$ cat src/rtl/apb_master.sv
// apb_master: single-outstanding APB requester.
// Takes one command over a valid/ready port, runs an APB SETUP/ACCESS
// transfer, and returns the completion over a valid/ready response port.
// A programmable timeout aborts transfers to a slave that never raises pready.
module apb_master #(
  parameter int unsigned DW      = 32,
  parameter int unsigned AW      = 5,
  parameter int unsigned TIMEOUT = 16
) (
  input  logic            pclk,
  input  logic            preset,
  // command port
  input  logic            i_cmd_valid,
  output logic            o_cmd_ready,
  input  logic            i_cmd_write,
  input  logic [AW-1:0]   i_cmd_addr,
  input  logic [DW-1:0]   i_cmd_wdata,
  input  logic [DW/8-1:0] i_cmd_strb,
  // response port
  output logic            o_rsp_valid,
  input  logic            i_rsp_ready,
  output logic [DW-1:0]   o_rsp_rdata,
  output logic            o_rsp_err,
  output logic            o_rsp_timeout,
  // APB request
  output logic [AW-1:0]   o_paddr,
  output logic            o_pwrite,
  output logic            o_psel,
  output logic            o_penable,
  output logic [DW-1:0]   o_pwdata,
  output logic [DW/8-1:0] o_pstrb,
  // APB completion
  input  logic [DW-1:0]   i_prdata,
  input  logic            i_pready,
  input  logic            i_pslverr
);

  localparam int unsigned SW      = DW / 8;
  // Counter is at least one bit wide so TIMEOUT = 0 still elaborates.
  localparam int unsigned TW      = (TIMEOUT == 0) ? 1 : $clog2(TIMEOUT + 1);
  localparam int unsigned TO_LAST = (TIMEOUT == 0) ? 0 : TIMEOUT - 1;
  localparam bit          TO_EN   = (TIMEOUT != 0);

  typedef enum logic [1:0] {
    S_IDLE   = 2'd0,
    S_SETUP  = 2'd1,
    S_ACCESS = 2'd2,
    S_RESP   = 2'd3
  } state_t;

  state_t          r_state;
  state_t          w_state_nxt;

  logic            r_cmd_ready;
  logic            r_psel;
  logic            r_penable;
  logic            r_rsp_valid;
  logic [AW-1:0]   r_paddr;
  logic            r_pwrite;
  logic [DW-1:0]   r_pwdata;
  logic [SW-1:0]   r_pstrb;
  logic [DW-1:0]   r_rsp_rdata;
  logic            r_rsp_err;
  logic            r_rsp_timeout;
  logic [TW-1:0]   r_to_cnt;

  logic            w_accept;
  logic            w_expire;
  logic            w_enter_resp;

  assign o_cmd_ready   = r_cmd_ready;
  assign o_psel        = r_psel;
  assign o_penable     = r_penable;
  assign o_rsp_valid   = r_rsp_valid;
  assign o_paddr       = r_paddr;
  assign o_pwrite      = r_pwrite;
  assign o_pwdata      = r_pwdata;
  assign o_pstrb       = r_pstrb;
  assign o_rsp_rdata   = r_rsp_rdata;
  assign o_rsp_err     = r_rsp_err;
  assign o_rsp_timeout = r_rsp_timeout;

  // Next-state logic; the expiry fires on the last allowed low-pready ACCESS cycle.
  always_comb begin
    w_state_nxt  = r_state;
    w_accept     = r_cmd_ready & i_cmd_valid;
    w_expire     = TO_EN && !i_pready && (r_to_cnt >= TW'(TO_LAST));
    w_enter_resp = 1'b0;
    case (r_state)
      S_IDLE: begin
        if (w_accept) w_state_nxt = S_SETUP;
      end
      S_SETUP: begin
        w_state_nxt = S_ACCESS;
      end
      S_ACCESS: begin
        if (i_pready || w_expire) begin
          w_state_nxt  = S_RESP;
          w_enter_resp = 1'b1;
        end
      end
      S_RESP: begin
        if (i_rsp_ready) w_state_nxt = S_IDLE;
      end
      default: w_state_nxt = S_IDLE;
    endcase
  end

  // State register and handshake/strobe outputs, registered from the next state.
  always_ff @(posedge pclk) begin
    if (preset) begin
      r_state     <= S_IDLE;
      r_cmd_ready <= 1'b0;
      r_psel      <= 1'b0;
      r_penable   <= 1'b0;
      r_rsp_valid <= 1'b0;
    end else begin
      r_state     <= w_state_nxt;
      r_cmd_ready <= (w_state_nxt == S_IDLE);
      r_psel      <= (w_state_nxt == S_SETUP) || (w_state_nxt == S_ACCESS);
      r_penable   <= (w_state_nxt == S_ACCESS);
      r_rsp_valid <= (w_state_nxt == S_RESP);
    end
  end

  // Request capture on command acceptance; read strobes are forced to zero.
  always_ff @(posedge pclk) begin
    if (preset) begin
      r_paddr  <= '0;
      r_pwrite <= 1'b0;
      r_pwdata <= '0;
      r_pstrb  <= '0;
    end else if (w_accept) begin
      r_paddr  <= i_cmd_addr;
      r_pwrite <= i_cmd_write;
      r_pwdata <= i_cmd_wdata;
      r_pstrb  <= i_cmd_write ? i_cmd_strb : SW'(0);
    end
  end

  // Saturating count of low-pready ACCESS cycles, cleared on entry to SETUP.
  always_ff @(posedge pclk) begin
    if (preset) begin
      r_to_cnt <= '0;
    end else if (w_state_nxt == S_SETUP) begin
      r_to_cnt <= '0;
    end else if ((r_state == S_ACCESS) && !i_pready && (r_to_cnt < TW'(TIMEOUT))) begin
      r_to_cnt <= r_to_cnt + TW'(1);
    end
  end

  // Response fields change only on the transition into RESP; pready beats expiry.
  always_ff @(posedge pclk) begin
    if (preset) begin
      r_rsp_rdata   <= '0;
      r_rsp_err     <= 1'b0;
      r_rsp_timeout <= 1'b0;
    end else if (w_enter_resp) begin
      if (i_pready) begin
        r_rsp_rdata   <= r_pwrite ? DW'(0) : i_prdata;
        r_rsp_err     <= i_pslverr;
        r_rsp_timeout <= 1'b0;
      end else begin
        r_rsp_rdata   <= '0;
        r_rsp_err     <= 1'b1;
        r_rsp_timeout <= 1'b1;
      end
    end
  end

endmodule

$ cat config.mk
export PLATFORM = sky130hd
export DESIGN_NAME = apb_master
export DESIGN_NICKNAME = d
export VERILOG_FILES = /design/src/rtl/apb_master.sv
export SDC_FILE = /design/constraint.sdc
export NUM_CORES = 1
export LEC_CHECK = 0
export ABC_AREA = 1
export CAP_MARGIN = 25
export CORE_AREA = 2 2 123 125
export CTS_BUF_LIST = sky130_fd_sc_hd__clkbuf_2 sky130_fd_sc_hd__clkbuf_4 sky130_fd_sc_hd__clkbuf_8
export DETAILED_ROUTE_END_ITERATION = 6
export DIE_AREA = 0 0 125 127
export PLACE_DENSITY_LB_ADDON = 0.15
export SLEW_MARGIN = 25
export SYNTH_ARGS = -nofsm -noshare
export SYNTH_HDL_FRONTEND = slang
export SYNTH_SLANG_ARGS = --single-unit
$ cat constraint.sdc
create_clock -name pclk -period 1.68 [get_ports pclk]
set_input_delay 0.336 -clock pclk [delete_from_list [all_inputs] [get_ports pclk]]
set_output_delay 0.336 -clock pclk [all_outputs]
set_load 0.005 [all_outputs]
# == Yosys cells after proc, flatten, opt, wreduce, memory -nomap -nowiden ==
# Index checks and enable logic that the tools add are counted.
# word_totals
reg_bits,87
inputBits,80
elab_cells,43
# classes
addsub,1
order_cmp,2
eq_ne,6
muxes,11
bitwise,1
reduce_logical,9
# ops
cell,n
32-bit two-way mux,2
2-bit equality test (second input constant),4
2-bit case mux with 4 select lines,1
2-bit two-way mux,3
5-bit by 1-bit adder with 5-bit output (second input constant),1
5-bit by 4-bit greater-or-equal comparator with 1-bit output (second input constant),1
5-bit < comparator (second input constant),1
2-bit by 1-bit equality test with 1-bit output (second input constant),2
2-bit logical NOT,2
1-bit two-way mux,4
4-bit two-way mux,1
1-bit logical AND,3
1-bit logical OR,2
2-bit OR reduction,1
1-bit bitwise AND,1
1-bit logical NOT,1

# == Depth between registers and ports, before layout ==
# Gate-level depths: netlist of the first run.
# depth
ltp_word,7
depth_mapped,11

# == Worst setup path before layout of the first run ==
# Ideal clock, no wire load.
# synth_path
path_kind,register to register
start,register r_to_cnt[0]
end,register r_rsp_rdata[8] (netlist: o_rsp_rdata[8])
setup_ns,0.069
arrival_ns,1.403
t_required_ns,1.611
setup_slack_ns,0.208
path_stages_with_launch,12
path_buffers,2
period_less_slack_ns,1.472
cell_sequence,dfxtp_1 > ha_1 > inv_1 > nor2_1 > ha_1 > nor2_2 > nand2_1 > nand2_2 > buf_6 > buf_8 > nand2_1 > a21oi_2
# synth_between
elab_chain_cells,5
# synth_rtl
element,line_no,rtl
"start, declared",65,logic [TW-1:0] r_to_cnt;
"start signal, assigned",148,r_to_cnt <= r_to_cnt + TW'(1);
5-bit by 4-bit greater-or-equal comparator with 1-bit output,87,w_expire = TO_EN && !i_pready && (r_to_cnt >= TW'(TO_LAST));
1-bit logical AND,87,
1-bit logical OR,97,if (i_pready || w_expire) begin
1-bit two-way mux,97,
1-bit two-way mux,89,case (r_state)
"end signal, assigned",160,r_rsp_rdata <= r_pwrite ? DW'(0) : i_prdata;
"end, declared",62,logic [DW-1:0] r_rsp_rdata;
# Every way passes these cells.
# A chain may end at the register's enable or synchronous reset.

# == Worst setup path in the final report of the first run ==
# layout_path
start,register r_pwrite (netlist: o_pwrite)
end,output port o_pwrite
# layout_lines
element,line_no,rtl
"start, declared",59,logic r_pwrite;
"start signal, assigned",135,r_pwrite <= i_cmd_write;
"end, declared",27,"output logic o_pwrite,"
# No word-level cell between the ends.

==> results of run 1 <==
logic make-up after synthesis:
group | count (synthesis) | share of synthesized area, %
buffers and inverters | 47 | 6.66
adder cells (fa/ha/maj) | 2 | 0.761
AND/OR/NAND/NOR | 186 | 25.4
AO/OA/AOI/OAI | 82 | 13.7
flip-flops | 87 | 53.0
XOR/XNOR | 2 | 0.533
worst paths after layout:
check / end / slack [ns] / cells past startpoint
max: o_pwrite / 0.07 / 1
min: o_pstrb[2] / 0.28 / 2
max reg2reg: o_rsp_rdata[25] / 0.16 / 10
min reg2reg: o_rsp_rdata[17] / 0.46 / 2
metal layers:
metal | GRT usage (%) | up-vias
met3 | 5.53 | 11
met5 | 0 | -
li1 | - | 1647
met4 | 5.16 | 0
met2 | 20.3 | 129
met1 | 16.4 | 1469
timing repair:
action | 4_1_cts | 5_1_grt
endpoints found under the hold margin | 0 | 0
buffers inserted | 0 | 0
resized for setup | 0 | 6
endpoints found under the setup margin | 0 | 28
flip-flops by register name, summed over array words and instances (netlist names):
signal	count
o_psel	1
o_paddr	5
o_cmd_ready	1
o_rsp_timeout	1
o_pwrite	1
o_rsp_err	1
o_penable	1
o_rsp_valid	1
o_rsp_rdata	32
r_to_cnt	5
r_state	2
o_pstrb	4
o_pwdata	32
cell type report:
type | instances | area (sq um)
clock buffer | 10 | 131
inverter | 16 | 60.1
sequential | 87 | 1740
multi-input combinational | 272 | 1340
tap | 184 | 230
timing repair buffer | 173 | 1750
clock inverter | 6 | 83.8
fill | 1476 | 9090
cells in the final DEF (no fill, tap or decap), types with 2 or more instances in the layout:
cell	instances
nand2_2	9
bufinv_16	2
nand3_1	2
buf_12	3
nand2_1	53
inv_1	15
nand4_1	35
a21oi_1	33
dfxtp_1	85
nor2_2	2
ha_2	2
clkinv_2	3
a21oi_2	10
o21ai_0	38
buf_4	10
clkdlybuf4s50_1	158
clkbuf_8	9
dfxtp_2	2
nor2_1	80
xor2_1	2
power groups by stage:
stage | registers [mW] | clock network (mW) | logic, mW
finish | 2.26 | 1.63 | 0.873
global route | 2.27 | 1.81 | 0.966
CTS | 2.26 | 1.73 | 0.878
detailed placement | 2.31 | 0 | 0.875
global placement | 2.30 | 0 | 0.870
floorplan | 2.31 | 0 | 0.323
==> flow_summary.toml, run 1 <==
[cts]
postCtsHoldBufs = 0
cts-root-buf = "clkbuf_8"
h-tree-depth = 3
cts_tree = "done"
path_clk_slew_ns = 0.09
cts.sinks = 87
clkLatencyLatePin_ns = 0.36
cts_buffers = 9
ctsLongestPathBuffers = 2

[pwr]
switching_share_pct = 25.6
irDropWorstVdd_v = 0.000307
p_switching_mw = 1.22
power.share.clock_pct = 34.3
combPwrFrac_pct = 18.3
internal_power_mw = 3.54
pwr_density_cell_nw_per_um2 = 892
p_leak_nw = 1.93
total_power_mw = 4.76
pwr-share-seq_pct = 47.4

[critical_path]
slowest_stage = "clkdlybuf4s50_1"
crit_chain = "clkdlybuf4s50_1"
path_buf_inv = 1
endpoint_kind = "primary output"
cp.required_ns = 1.34
start_kind = "flip-flop"
critical_path_class = "reg -> out"
cp_max_fo = 3
critPathTopFamily = "buffers and inverters"
r2r-start = "r_to_cnt[0]"
cp.arrival_ns = 1.27
cp-startpoint = "o_pwrite"
cpPeakStageDelay_ns = 0.54

[placement]
dpl.hpwl_um = 7170
port_buffers = 159
gp_congestion = 0.705
pre_cts_ws_ns = 0.0240
place_area_sq_um = 5080
numPlacedInstances = 731

[cells_and_area]
nNetsFinal = 641
layout-drive-gt1-share_pct = 10.6
utilization_pct = 37.0
diodes = 0
areaGrowthSynthToFinish_pct = 62.3
fin_cells = 748
stdcell_area_sq_um = 5340

[routing]
met1_length_um = 4810
wirelength_um = 10600
via_per_inst = 4.35
top_layer_used = "met4"
ant_nets = 0
wl_met2_um = 4670
dr.first_iter.drc_count = 102
drc = 0
routedWlPerCell_um = 14.2
dr_wl_met3_um = 1000
vias = 3256
dr.pass1.iters = 4

[synth]
yosys-top-cells-count = "dfxtp_1 (87), nor2_1 (81), nand2_1 (53), o21ai_0 (38), nand4_1 (35)"
ys_seq_area_share_pct = 53.0
syn_inst = 406
synth_seq_cells = 87
synth_edf_count = 0
netlist_top_cells_area = "dfxtp_1 (53%), nor2_1 (9.2%), nand4_1 (6.7%)"
synth_top_area_share_pct = 53.0
synthArstFlopShare_pct = 0
synth_flop_cell = "dfxtp_1"
synth_nets = 488
yosysTopAreaCell = "dfxtp_1"
yosysMostFrequentCell = "dfxtp_1"
avgSynthCellArea_sq_um = 8.10
synth_area_sq_um = 3290
yosys_warnings = 0
synth_cell_type_count = 24

[timing]
finalSetupViolCount = 0
hold_violations = 0
fin_crit_ns = 1.61
report.final.slew_viol_count = 0
max_slew.worst_pin.slew_ns = 0.432
holdWs_ns = 0.280
rsz0062_at_grt = "false"
setup_tns_ns = 0
fin_skew_ns = 0.00514
fin_ws_ns = 0.0743
relSlewSlack_pct = 71.2
fin_crit_sh_pct = 95.6
fmax_mhz = 623

[die]
core-area_sq_um = 14400
rows = 44
die_h_um = 127
die-area_sq_um = 15900
dieWidth_um = 125
start_util_pct = 22.8
io_pins = 160

[min_path]
hold_class = "in -> reg"
min-delay-start = "preset"

[global_route]
overflow = 0
grt_max_degree = 42
grt_pass1_wl_um = 16700
antenna_found_initial = 1
grt_pass1_vias = 3301
grt_usage_pct = 13.2

[run]
cap_viol_max_count = 0

[outcome]
status = "completed"
(Power assumes the default switching activity.)
==> run 2, diff against run 1 <==
--- a/config.mk
+++ b/config.mk
@@ -5,12 +5,12 @@
 export SDC_FILE = /design/constraint.sdc
 export NUM_CORES = 1
 export LEC_CHECK = 0
-export ABC_AREA = 1
+export ABC_AREA = 0
 export CAP_MARGIN = 25
-export CORE_AREA = 2 2 123 125
+export CORE_AREA = 2 2 109 132
 export CTS_BUF_LIST = sky130_fd_sc_hd__clkbuf_2 sky130_fd_sc_hd__clkbuf_4 sky130_fd_sc_hd__clkbuf_8
 export DETAILED_ROUTE_END_ITERATION = 6
-export DIE_AREA = 0 0 125 127
+export DIE_AREA = 0 0 111 134
 export PLACE_DENSITY_LB_ADDON = 0.15
 export SLEW_MARGIN = 25
 export SYNTH_ARGS = -nofsm -noshare
==> run 2 against run 1 <==
- the flow now finishes with violations (setup timing)
- setup slack worse by 0.12 ns
- maximum frequency is 7.0% lower
- largest power group unchanged
- flip-flop and latch count stayed put
- clock-buffer cell count is 2 higher
- largest cell class unchanged
==> flow_summary.toml, run 2 <==
[outcome]
status = "complete, but fails checks"
failed_checks = "setup timing"

[synth]
synth_simple_gate_area_share_pct = 24.0
synth_compound_area_share_pct = 9.59
synthArstFlopShare_pct = 0
yosys-top-cells-count = "nand2_1 (118), dfxtp_1 (87), a21oi_1 (49), nand2b_1 (33), mux2i_1 (32)"
yosys_warnings = 0
syn_inst = 387
synth_flop_cell = "dfxtp_1"
avgSynthCellArea_sq_um = 8.67
synth_edf_count = 0
muxShareOfSynthArea_pct = 9.55
yosys.area_share.xor_xnor_pct = 0.261
synth_top_area_share_pct = 51.9
synth_top_family_by_area = "simple AND/OR/NAND/NOR gates"
synth_seq_cells = 87
netlist_top_cells_area = "dfxtp_1 (52%), nand2_1 (13%), mux2i_1 (9.5%)"
synth_area_sq_um = 3350
yosysMostFrequentCell = "nand2_1"
synth_cell_type_count = 35
synthAdderAreaFrac_pct = 0.746
yosysTopAreaCell = "dfxtp_1"
ys_seq_area_share_pct = 51.9
synth_nets = 469

[routing]
vias = 3141
dr.pass1.iters = 4
dr.first_iter.drc_count = 103
ant_nets = 0
via_per_inst = 4.33
drc = 0
wirelength_um = 9920
routedWlPerCell_um = 13.7

[cts]
postCtsHoldBufs = 0
path_clk_slew_ns = 0.08
cts_tree = "done"
cts_buffers = 9
cts.sinks = 87
h-tree-depth = 3
ctsLongestPathBuffers = 2
clkLatencyLatePin_ns = 0.36
cts-root-buf = "clkbuf_8"

[cells_and_area]
layout-drive-gt1-share_pct = 8.47
layout_common_cells = "clkdlybuf4s50_1 (157), nand2_1 (118), dfxtp_1 (85), a21oi_1 (49), nand2b_1 (33)"
areaGrowthSynthToFinish_pct = 65.6
diodes = 0
final_common_cell = "clkdlybuf4s50_1"
nNetsFinal = 635
stdcell_area_sq_um = 5560

[timing]
fmax_mhz = 579
finalSetupViolCount = 15
report.final.slew_viol_count = 0
rsz0062_at_grt = "true"
relSlewSlack_pct = 74.1
fin_ws_ns = -0.0473
fin_crit_ns = 1.73
hold_violations = 0
max_slew.worst_pin.slew_ns = 0.389
fin_skew_ns = 0.0113
fin_crit_sh_pct = 103

[global_route]
antenna_found_initial = 0
grt_usage_pct = 13.6
grt_pass1_vias = 3230
grt_pass1_wl_um = 16200
overflow = 0
grt_max_degree = 42

[critical_path]
cp_max_fo = 6
cp.arrival_ns = 2.02
critical_path_class = "reg -> reg"
endpoint_kind = "flip-flop"
cp.required_ns = 1.97
start_kind = "flip-flop"

[pwr]
pwr_density_cell_nw_per_um2 = 852
p_leak_nw = 2.15
irDropWorstVdd_v = 0.000471
total_power_mw = 4.73

[die]
io_pins = 160
die_h_um = 134
start_util_pct = 24.7
die-area_sq_um = 14900
rows = 47
dieWidth_um = 111
core-area_sq_um = 13600

[placement]
dpl.hpwl_um = 6620
port_buffers = 159
gp_congestion = 0.713
place_area_sq_um = 5220

[run]
cap_viol_max_count = 0

[min_path]
hold_class = "in -> reg"
run 2: metal layers:
metal	routed length, um	global-route usage (%)
met5	0	0
met4	204	6.11
met3	953	5.60
met2	4330	21.3
met1	4430	16.3
run 2: where the power goes:
group	switching, mW	internal [mW]	leakage [nW]
registers	0.0867	2.20	0.707
clock network	0.717	0.633	0.0902
logic	0.444	0.651	1.35
total	1.25	3.49	2.15
run 2: cells by family after synthesis:
| logic type | after synthesis |
|---|---|
| flip-flops | 87 |
| AND/OR/NAND/NOR | 176 |
| AO/OA/AOI/OAI | 59 |
| adder cells (fa/ha/maj) | 2 |
| multiplexers | 32 |
| buffers and inverters | 30 |
| XOR/XNOR | 1 |
run 2: worst paths after layout:
check                    from              to  slack [ns]  cells past startpoint
hold reg to reg    o_pstrb[2]      o_pstrb[2]        0.45                      2
setup reg to reg  r_to_cnt[0]  o_rsp_rdata[6]       -0.05                      8
hold / removal         preset   o_rsp_timeout        0.42                      2
setup / recovery  r_to_cnt[0]  o_rsp_rdata[6]       -0.05                      8
run 2: final cells by class:
class,instances,area [sq um]
Fill cell,1388,8030
Timing Repair Buffer,181,1870
Sequential cell,87,1740
Multi-Input combinational cell,270,1550
Tap cell,171,214
Clock buffer,12,165
Inverter,4,15.0
Clock inverter,1,5.00
run 2: repair_timing:
| item | in CTS | in global routing |
|---|---|---|
| endpoints found under the hold margin | 0 | 0 |
| endpoints found under the setup margin | 34 | 37 |
| setup buffers | 5 | 0 |
| resized for setup | 12 | 4 |
| cloned | 2 | 1 |
| pin swaps | 1 | 1 |
run 2: metrics by stage:
stage	hold WS [ns]	setup WS [ns]	cells	utilization (%)	TNS, ns
6_report	0.419	-0.0473	726	40.9	-0.465
3_3_place_gp	0.439	-0.173	706	38.5	-3.81
3_5_place_dp	0.447	-0.205	706	38.5	-4.63
5_1_grt	0.433	-0.108	726	40.9	-1.60
2_1_floorplan	0.445	-0.00290	387	-	-0.0869
4_1_cts	0.380	-0.0252	726	40.8	-0.226
run 2: critical path: stages (launching register included):
cell,delay (ns)
dfxtp_2,0.34
ha_4,0.16
and3_4,0.18
ha_4,0.16
nor3_4,0.14
a21bo_4,0.22
buf_4,0.15
buf_12,0.12
mux2i_1,0.18
==> run 3, diff against run 2 <==
--- a/config.mk
+++ b/config.mk
@@ -11,6 +11,7 @@
 export CTS_BUF_LIST = sky130_fd_sc_hd__clkbuf_2 sky130_fd_sc_hd__clkbuf_4 sky130_fd_sc_hd__clkbuf_8
 export DETAILED_ROUTE_END_ITERATION = 6
 export DIE_AREA = 0 0 111 134
+export HOLD_SLACK_MARGIN = 0.1
 export PLACE_DENSITY_LB_ADDON = 0.15
 export SLEW_MARGIN = 25
 export SYNTH_ARGS = -nofsm -noshare
==> results of run 3 <==
Final layout, timing and power as in run 2 (identical DEF).
